File: config.mk
export PLATFORM = sky130hd
export DESIGN_NAME = fetch_stage
export DESIGN_NICKNAME = d
export VERILOG_FILES = /design/src/rtl/fetch_stage.sv
export SDC_FILE = /design/constraint.sdc
export NUM_CORES = 1
export LEC_CHECK = 0
export CORE_MARGIN = 2
export CORE_UTILIZATION = 55
export CTS_CLUSTER_DIAMETER = 80
export DETAILED_ROUTE_END_ITERATION = 16
export HOLD_SLACK_MARGIN = 0.08
export PLACE_DENSITY = 0.84
export SYNTH_ARGS = -nofsm -noshare
export SYNTH_HDL_FRONTEND = slang
export SYNTH_SLANG_ARGS = --single-unit
export TNS_END_PERCENT = 100
File: constraint.sdc
create_clock -name clk -period 11 [get_ports clk]
set_input_delay 2.75 -clock clk [delete_from_list [all_inputs] [get_ports clk]]
set_output_delay 2.75 -clock clk [all_outputs]
set_load 0.01 [all_outputs]
File: src/rtl/fetch_stage.sv
// fetch_stage: instruction fetch between program_counter and decode, with a generic FIFO helper.
// Latency: grant in cycle N plus rvalid in cycle N+k gives if_valid in cycle N+k+1.
// Backpressure: buffer-plus-in-flight credit gates imem_req/pc_en; decode stalls hold the head stable.
//
// Ports (fetch_stage):
//   clk, reset                 clock, asynchronous active-high reset
//   pc / pc_en                 current fetch address in, advance enable out
//   flush                      redirect; clears buffer, turns in-flight fetches into drops
//   imem_req/addr/gnt          request channel to instruction memory (addr == pc)
//   imem_rvalid/rdata          in-order response channel
//   if_valid/instr/pc, id_ready  valid/ready handoff to decode

// Generic synchronous FIFO with a clear. Storage is reset so the head reads zero out of reset.
// Latency: a push is visible at the head on the following cycle; the head is a direct storage read.
// Backpressure: none inside; callers never push when full or pop when empty.
module fifo #(
    parameter int W     = 8,
    parameter int DEPTH = 2
) (
    input  logic                   clk,
    input  logic                   reset,
    input  logic                   clr,
    input  logic                   push,
    input  logic [W-1:0]           push_dat,
    input  logic                   pop,
    output logic [W-1:0]           head_dat,
    output logic [$clog2(DEPTH):0] count
);
    localparam int AW = $clog2(DEPTH);
    localparam int CW = AW + 1;

    logic [W-1:0]  mem [DEPTH];
    logic [AW-1:0] wr_ptr;
    logic [AW-1:0] rd_ptr;

    always_ff @(posedge clk or posedge reset) begin
        if (reset) begin
            for (int i = 0; i < DEPTH; i++) begin
                mem[i] <= '0;
            end
            wr_ptr <= '0;
            rd_ptr <= '0;
            count  <= '0;
        end else if (clr) begin
            wr_ptr <= '0;
            rd_ptr <= '0;
            count  <= '0;
        end else begin
            if (push) begin
                mem[wr_ptr] <= push_dat;
                wr_ptr      <= wr_ptr + AW'(1);
            end
            if (pop) begin
                rd_ptr <= rd_ptr + AW'(1);
            end
            count <= count + CW'(push) - CW'(pop);
        end
    end

    assign head_dat = mem[rd_ptr];
endmodule

module fetch_stage #(
    parameter int DEPTH     = 2,
    parameter int MAX_OUTST = 2
) (
    input  logic        clk,
    input  logic        reset,
    input  logic [15:0] pc,
    output logic        pc_en,
    input  logic        flush,
    output logic        imem_req,
    output logic [15:0] imem_addr,
    input  logic        imem_gnt,
    input  logic        imem_rvalid,
    input  logic [31:0] imem_rdata,
    output logic        if_valid,
    output logic [31:0] if_instr,
    output logic [15:0] if_pc,
    input  logic        id_ready
);
    // Counters hold 0..DEPTH; MAX_OUTST <= DEPTH so live and drop fit as well.
    localparam int CW = $clog2(DEPTH) + 1;

    logic [CW-1:0] live;
    logic [CW-1:0] drop;
    logic [CW-1:0] buf_count;
    logic [CW-1:0] tag_count;
    logic [15:0]   tag_head;
    logic [47:0]   buf_head;

    logic accept;
    logic rsp_drop;
    logic rsp_live;
    logic rsp_any;
    logic pop;

    // One spare bit on the sums so the credit compares cannot wrap.
    assign imem_req = !reset && !flush
                    && (({1'b0, live} + {1'b0, drop}) < (CW+1)'(MAX_OUTST))
                    && (({1'b0, live} + {1'b0, buf_count}) < (CW+1)'(DEPTH));
    assign accept    = imem_req && imem_gnt;
    assign pc_en     = accept;
    assign imem_addr = pc;

    // Responses retire drops first: drops are always older than any live request.
    assign rsp_drop = imem_rvalid && (drop != '0);
    assign rsp_live = imem_rvalid && (drop == '0) && (live != '0);
    assign rsp_any  = rsp_drop || rsp_live;

    assign if_valid = (buf_count != '0) && !flush;
    assign pop      = if_valid && id_ready;
    assign if_pc    = buf_head[47:32];
    assign if_instr = buf_head[31:0];

    always_ff @(posedge clk or posedge reset) begin
        if (reset) begin
            live <= '0;
            drop <= '0;
        end else if (flush) begin
            // Everything still in flight becomes a drop; a response this cycle retires one of them.
            live <= '0;
            drop <= drop + live - CW'(rsp_any);
        end else begin
            live <= live + CW'(accept) - CW'(rsp_live);
            drop <= drop - CW'(rsp_drop);
        end
    end

    // Tag queue: pc of each live request, popped as its response lands in the buffer.
    fifo #(.W(16), .DEPTH(DEPTH)) u_tag (
        .clk      (clk),
        .reset    (reset),
        .clr      (flush),
        .push     (accept),
        .push_dat (pc),
        .pop      (rsp_live),
        .head_dat (tag_head),
        .count    (tag_count)
    );

    fifo #(.W(48), .DEPTH(DEPTH)) u_buf (
        .clk      (clk),
        .reset    (reset),
        .clr      (flush),
        .push     (rsp_live),
        .push_dat ({tag_head, imem_rdata}),
        .pop      (pop),
        .head_dat (buf_head),
        .count    (buf_count)
    );

    always_ff @(posedge clk) begin
        if (!reset) begin
            assert (!(imem_rvalid && (live == '0) && (drop == '0)))
                else $error("fetch_stage: imem_rvalid with no request in flight");
            assert (tag_count == live)
                else $error("fetch_stage: tag queue depth disagrees with live count");
        end
    end
endmodule

==> out/metrics.cfg, run 1 <==
[outcome]
outcome=completed

[cells_and_area]
num_antenna_cells=0
design_area_um2=8080
drive_gt1_share_pct=41.6
layout.nets=601
ff_latch_area_um2=3450
syn2layout_area_growth_pct=27.6
nFillCells=790
multi_input_area_um2=2630
finalNonFillerCells=691

[worst_setup_path]
r2r_cells=6
required_ns=8.25
r2r_slack_ns=7.92
r2r_start=live[0]
cp_slowest_stage_delay_ns=0.75
reg2reg_to=u_tag.mem[6]
crit_slowest_cell=or4_1
cp_num_cells=4
crit_path_end_kind=output pin
crit_buf_inv=2
cp_cell_sequence=clkdlybuf4s50_1 -> or4_1 -> nor3_1 -> clkdlybuf4s50_1
cp.arrival_ns=4.98
crit_top_cell=clkdlybuf4s50_1
path_max_fanout=15
critPathKind=in -> out
path_delay_family=buffers and inverters
crit_path_start_kind=primary input

[detailed_routing]
routedWlPerCell_um=18.3
vias=3763
first_pass_iters=4
drc=0
antenna_left=0
wl_mm=12.7
drt_iter0_drc=173
via_per_inst=5.45

[timing]
finClkSkew_ns=0.00425
slew_headroom_pct=27.3
slew_viol_final=0
worst_slew_pin_slew_ns=1.09
period_needed_ns=7.73
fin_setup_tns_ns=0
setup_viol=0
finalCritPeriodShare_pct=70.3
hold_violations=0
rsz0062_at_grt=no
fmax_mhz=129
worst_slack_ns=3.27

[hold_path]
whs_endpoint=u_buf.mem[76]
hold_depth=1
min_from=u_buf.mem[76]
hold_path_class=reg -> reg

[clocking]
cts_buffer_depth=2
clock_sinks=138
root_buffer=clkbuf_16
post_cts_resize_count=0
htree_levels=4
clk_latency_ns=0.41
cts_buffers=17
holdBufCountCts=0
cts_setup_buffers=0
cts.clk_slew.worst_paths_ns=0.05
cts_tree=built

[logic_synthesis]
avgSynthCellArea_um2=14.7
synthesis.area_um2=6330
synthCells=432
synth_area_leaders=dfrtp_1 (55%), mux2_2 (32%), mux2_4 (2.4%)
yosysWarnings=0
seq_area_frac_synth_pct=54.5
synth_top_cell_area_share_pct=54.5
ys_ff_latch=138
synthDistinctLibCells=29
synth_top_area_cell=dfrtp_1
synth_fp_nets=496

[global_routing]
grt.total_usage_pct=21.9
grt_pass1_wl_mm=21.1
grt_pass1_vias=4186
grt_overflow=0
grt_max_degree=81
antenna_found_initial=0

[power]
power.leakage_nw=3.90
totalPowerFinal_mw=1.75
worst_ir_drop_vdd_v=0.000134
p_per_area_nw_per_um2=216

[floorplan]
io_pins=121
initial_core_util_pct=55.9
die_area_um2=12400
core-area_um2=11300
die_w_um=111
die_y_um=111
rows=39

[place]
place_inst=661
place_congestion=0.831
dpl-instance-area_um2=7540
dp_slack_ns=3.30
dp_hpwl_mm=8.23
port_buffers=120

[job]
drv_cap=0

==> routing by layer <==
layer / vias to the layer above / global-route usage (%) / wire, um
met5: - / 0 / 0
met4: 0 / 7.98 / 223
met1: 1936 / 27.7 / 5430
li1: 1710 / - / -
met3: 17 / 6.18 / 603
met2: 100 / 36.5 / 6400
==> cell type report <==
class	count	share of cell area, %
Sequential cell	138	42.8
Multi-Input combinational cell	246	32.5
Timing Repair Buffer	125	15.3
Clock buffer	28	6.27
Tap cell	143	2.21
Inverter	9	0.480
Clock inverter	2	0.434
==> report_power, final <==
part	internal (mW)	leakage, nW	total, mW	switching (mW)
combinational	0.336	1.77	0.526	0.190
sequential	0.632	1.87	0.697	0.0654
clock	0.332	0.265	0.524	0.191
total	1.30	3.90	1.75	0.447
==> registers in the layout, indices dropped and copies added (netlist names) <==
signal        cells
u_buf.mem        96
u_tag.wr_ptr      1
drop              2
live              2
u_buf.count       2
u_buf.rd_ptr      1
u_tag.mem        32
u_tag.rd_ptr      1
u_buf.wr_ptr      1
==> worst max-delay path by stage <==
stage,start,endpoint,slack [ns]
2_1_floorplan,reset,drop[0],4.55
3_3_place_gp,flush,imem_req,3.42
3_5_place_dp,flush,imem_req,3.30
4_1_cts,flush,imem_req,3.28
5_1_grt,flush,pc_en,3.20
6_report,flush,imem_req,3.27
==> metrics by stage <==
step                util (%)  hold WS (ns)
finish                  71.4         0.500
global route            71.4         0.511
CTS                     71.4         0.501
detailed placement      66.6         0.488
global placement        66.6         0.480
floorplan                  -         0.474
==> logic make-up (layout without fill, tap and decap cells) <==
kind of cell,Yosys count,after routing,synth area share (%)
muxes,194,194,35.1
DFF,138,138,54.5
buffers and inverters,48,164,4.11
and+or+nand+nor,27,27,2.37
adders and majority gates,10,10,2.21
AOI/OAI and AO/OA,8,8,0.751
xor gates and xnor gates,7,7,0.968
==> cell usage in the layout, fill, tap and decap left out, drive strengths merged <==
master,Yosys,layout
dfrtp,138,138
o21a,1,1
nor3,3,3
xnor2,3,3
or3,2,2
buf,30,5
nor2b,3,3
mux2i,2,2
clkdlybuf4s50,0,120
a21oi,2,2
nor2,9,9
xor2,4,4
or2,1,1
or3b,1,1
or4,2,2
inv,9,9
ha,8,8
nand2b,3,3
clkinv,0,1
and2,1,1
mux2,192,192
o21ba,1,1
clkbuf,9,28
o21ai,4,4
nand3,2,2
bufinv,0,1
fa,2,2
==> cell usage after synthesis (all sizes together) <==
cell / n
ha: 8
nor2b: 3
or3b: 1
nor3: 3
o21ai: 4
or4: 2
or2: 1
a21oi: 2
xnor2: 3
mux2: 192
and2: 1
nand2b: 3
mux2i: 2
buf: 30
nor2: 9
inv: 9
nand3: 2
xor2: 4
o21a: 1
fa: 2
o21ba: 1
or3: 2
dfrtp: 138
clkbuf: 9
Note: power is estimated with default switching activity, not from simulation.
==> run 2, diff against run 1 <==
--- a/config.mk
+++ b/config.mk
@@ -6,11 +6,11 @@
 export NUM_CORES = 1
 export LEC_CHECK = 0
 export CORE_MARGIN = 2
-export CORE_UTILIZATION = 55
+export CORE_UTILIZATION = 47
 export CTS_CLUSTER_DIAMETER = 80
 export DETAILED_ROUTE_END_ITERATION = 16
 export HOLD_SLACK_MARGIN = 0.08
-export PLACE_DENSITY = 0.84
+export PLACE_DENSITY = 0.76
 export SYNTH_ARGS = -nofsm -noshare
 export SYNTH_HDL_FRONTEND = slang
 export SYNTH_SLANG_ARGS = --single-unit
==> constraint.sdc (replaced) <==
create_clock -name clk -period 6.2 [get_ports clk]
set_input_delay 1.55 -clock clk [delete_from_list [all_inputs] [get_ports clk]]
set_output_delay 1.55 -clock clk [all_outputs]
set_load 0.01 [all_outputs]
==> out/metrics.cfg, run 2 (synthesis gave the netlist of run 1 again) <==
[worst_setup_path]
crit_path_end_kind=output pin
cp.arrival_ns=3.53
reg2reg_to=u_tag.mem[4]
critPathKind=in -> out
crit_path_end=pc_en
required_ns=4.65
path_max_fanout=15
crit_start=flush
r2r_start=live[0]
crit_path_start_kind=primary input
r2r_cells=6
r2r_slack_ns=3.18

[clocking]
htree_levels=4
root_buffer=clkbuf_16
cts_setup_buffers=0
clock_sinks=138
cts.clk_slew.worst_paths_ns=0.05
clk_latency_ns=0.41
holdBufCountCts=0
cts_tree=built
cts_buffer_depth=2
cts_buffers=17
post_cts_resize_count=0

[global_routing]
grt.total_usage_pct=18.9
grt_overflow=0
grt_pass1_vias=4230
antenna_found_initial=0
grt_max_degree=70
grt_pass1_wl_mm=21.2

[detailed_routing]
drt_iter0_drc=118
drc=0
vias=3761
via_per_inst=5.18
wl_mm=12.5
antenna_left=0
routedWlPerCell_um=17.3
first_pass_iters=4

[floorplan]
rows=42
die_y_um=120
io_pins=121
initial_core_util_pct=48.0
die_area_um2=14400
die_w_um=120
core-area_um2=13200

[cells_and_area]
finish.utilization_pct=61.5
syn2layout_area_growth_pct=28.2
num_antenna_cells=0
final_common_cell=mux2_2
reg.largest.list=u_buf.mem: 96 flops, u_tag.mem: 32 flops
drive_gt1_share_pct=42.0
largest_reg_flops=96
finalNonFillerCells=726
final_cell_mix=mux2_2 (182), dfrtp_1 (137), clkdlybuf4s50_1 (120)
layout.nets=603
regMostFlops=u_buf.mem

[place]
place_congestion=0.790
place_inst=696
dp_hpwl_mm=8.26
port_buffers=120

[timing]
slew_headroom_pct=31.8
worst_slew_pin_slew_ns=1.02
fmax_mhz=197
hold_violations=0
period_needed_ns=5.08
finalCritPeriodShare_pct=81.9
setup_viol=0
slew_viol_final=0
finClkSkew_ns=0.00815
rsz0062_at_grt=no
fin_setup_tns_ns=0

[power]
power.leakage_nw=3.90
worst_ir_drop_vdd_v=0.000218
p_per_area_nw_per_um2=378

[hold_path]
hold_path_class=reg -> reg

[outcome]
outcome=completed

[job]
drv_cap=0

## run 2: final cells by class
cell class / count / area (um^2)
flip-flops and latches: 138 / 3450
clock inverters: 2 / 10.0
inverters: 9 / 36.3
well taps: 176 / 220
fillers: 1030 / 5070
multi-input cells: 246 / 2630
clock buffers: 28 / 517
repair buffers: 127 / 1250
## run 2: metrics by stage
stage          instance area, um^2  hold WS [ns]  worst slack, ns  total power, mW
4_1_cts                       8120         0.502             1.12             3.11
5_1_grt                       8120         0.516             1.04             3.24
6_report                      8120         0.500             1.12             3.07
3_3_place_gp                  7590         0.481             1.16             2.14
3_5_place_dp                  7590         0.489             1.12             2.19
2_1_floorplan                 6330         0.474            0.954             1.77
## run 2: worst min-delay path by stage
| stage | from | to | slack [ns] | cells after the start |
|---|---|---|---|---|
| 2_1_floorplan | u_tag.mem[10] | u_tag.mem[10] | 0.47 | 1 |
| 3_3_place_gp | u_buf.mem[30] | u_buf.mem[30] | 0.48 | 1 |
| 3_5_place_dp | u_buf.mem[33] | u_buf.mem[33] | 0.49 | 1 |
| 4_1_cts | u_buf.mem[76] | u_buf.mem[76] | 0.50 | 1 |
| 5_1_grt | u_tag.mem[14] | u_tag.mem[14] | 0.52 | 1 |
| 6_report | u_tag.mem[20] | u_tag.mem[20] | 0.50 | 1 |
## run 2: where the power goes
| group | internal, mW | switching (mW) |
|---|---|---|
| clock network | 0.559 | 0.340 |
| registers | 1.12 | 0.117 |
| logic | 0.595 | 0.333 |
## run 2: critical path, stage by stage
cell             delay, ns
clkdlybuf4s50_1       0.39
buf_4                 0.18
or4_1                 0.64
nor2_1                0.20
clkdlybuf4s50_1       0.56
## run 2: layer usage
layer  track usage (%)  vias up  share of wire [%]
li1                  -     1723                  -
met1              23.9     1925                 44
met2              31.0       93                 49
met3              4.90       20                4.4
met4              7.94        0                2.3
met5                 0        -                  0
==> run 3, diff against run 2 <==
==> constraint.sdc (replaced) <==
create_clock -name clk -period 4.15 [get_ports clk]
set_input_delay 1.0375 -clock clk [delete_from_list [all_inputs] [get_ports clk]]
set_output_delay 1.0375 -clock clk [all_outputs]
set_load 0.01 [all_outputs]
==> out/metrics.cfg, run 3 (synthesis gave the netlist of run 1 again) <==
[outcome]
outcome=completed

[timing]
finalHoldWorstSlack_ns=0.498
period_needed_ns=3.91
fin_setup_tns_ns=0
slew_viol_final=0
worst_slew_pin_slew_ns=1.00
slew_headroom_pct=33.3
fmax_mhz=256
setup_viol=0
rsz0062_at_grt=no
hold_violations=0
finalCritPeriodShare_pct=94.2
finClkSkew_ns=0.00502

[worst_setup_path]
crit_top_cell=clkdlybuf4s50_1
crit_path_end_kind=output pin
crit_path_start_kind=primary input
critPathKind=in -> out
cp_slowest_stage_delay_ns=0.63
path_delay_family=buffers and inverters
required_ns=3.11
cp.arrival_ns=2.87
crit_slowest_cell=or4_1
cp_cell_sequence=clkdlybuf4s50_1 -> or4_1 -> nor3_1 -> clkdlybuf4s50_1
path_max_fanout=6
crit_buf_inv=2

[detailed_routing]
first_pass_iters=4
highest_layer=met4
met1Wirelength_mm=5.46
wl_met3_um=658
drc=0
wl_mm=12.5
routedWlPerCell_um=17.1
drt_iter0_drc=210
antenna_left=0
via_per_inst=5.19
dr_wl_met2_mm=6.17
vias=3775

[cells_and_area]
layout.nets=603
ff_latch_area_um2=3450
final_common_cell=mux2_2
design_area_um2=8210
nFillCells=1028
num_antenna_cells=0
syn2layout_area_growth_pct=29.6
reg.largest.list=u_buf.mem: 96 flops, u_tag.mem: 32 flops
finish.utilization_pct=62.2
multi_input_area_um2=2630
largest_reg_flops=96
regMostFlops=u_buf.mem
drive_gt1_share_pct=42.8
final_cell_mix=mux2_2 (182), dfrtp_1 (137), clkdlybuf4s50_1 (120)

[global_routing]
grt_max_degree=139
antenna_found_initial=0
grt_pass1_wl_mm=20.8
grt_overflow=0
grt.total_usage_pct=18.8
grt_pass1_vias=4146

[power]
totalPowerFinal_mw=4.72
p_per_area_nw_per_um2=575
power.leakage_nw=3.94
worst_ir_drop_vdd_v=0.000277

[floorplan]
die_area_um2=14400
core-area_um2=13200
io_pins=121
rows=42
die_y_um=120
initial_core_util_pct=48.0
die_w_um=120

[clocking]
cts.clk_slew.worst_paths_ns=0.05
cts_tree=built
holdBufCountCts=0
cts_buffers=17
post_cts_resize_count=0
clk_latency_ns=0.41
clock_sinks=138
cts_buffer_depth=2
root_buffer=clkbuf_16
htree_levels=4
cts_setup_buffers=0

[place]
port_buffers=120
place_congestion=0.826
dp_hpwl_mm=7.89
dpl-instance-area_um2=7620

[hold_path]
hold_path_class=reg -> reg

[job]
drv_cap=0

[run 3: power breakdown]
group          leakage (nW)  internal, mW  switching [mW]
Sequential             1.87          1.67           0.176
Clock                 0.293         0.960           0.531
Combinational          1.78         0.892           0.489
Total                  3.94          3.53            1.20
[run 3: layout make-up]
cell class	instances	share of cell area (%)
timing repair buffer	127	15.6
clock inverter	7	1.07
inverter	9	0.457
clock buffer	25	6.16
sequential	138	42.1
tap	176	2.68
multi-input combinational	246	32.0
[run 3: layer usage]
metal | vias to the layer above | GRT usage [%]
met5 | - | 0
met4 | 0 | 6.76
met3 | 13 | 5.37
met2 | 99 | 30.3
met1 | 1946 | 24.2
li1 | 1717 | -
[run 3: metrics by stage]
stage / setup WS (ns) / cells
2_1_floorplan: 1.16 / 432
3_3_place_gp: 0.273 / 696
3_5_place_dp: 0.238 / 696
4_1_cts: 0.233 / 728
5_1_grt: 0.150 / 728
6_report: 0.241 / 728
[run 3: worst paths after layout]
check / from / end / slack [ns] / cells past startpoint
setup / recovery: reset / imem_req / 0.24 / 4
hold / removal: u_buf.mem[84] / u_buf.mem[84] / 0.50 / 1
setup reg to reg: live[0] / u_tag.mem[4] / 1.14 / 6
hold reg to reg: u_buf.mem[84] / u_buf.mem[84] / 0.50 / 1
max in group asynchronous: reset / u_buf.rd_ptr / 2.36 / 3
min in group asynchronous: reset / u_tag.wr_ptr / 1.21 / 3
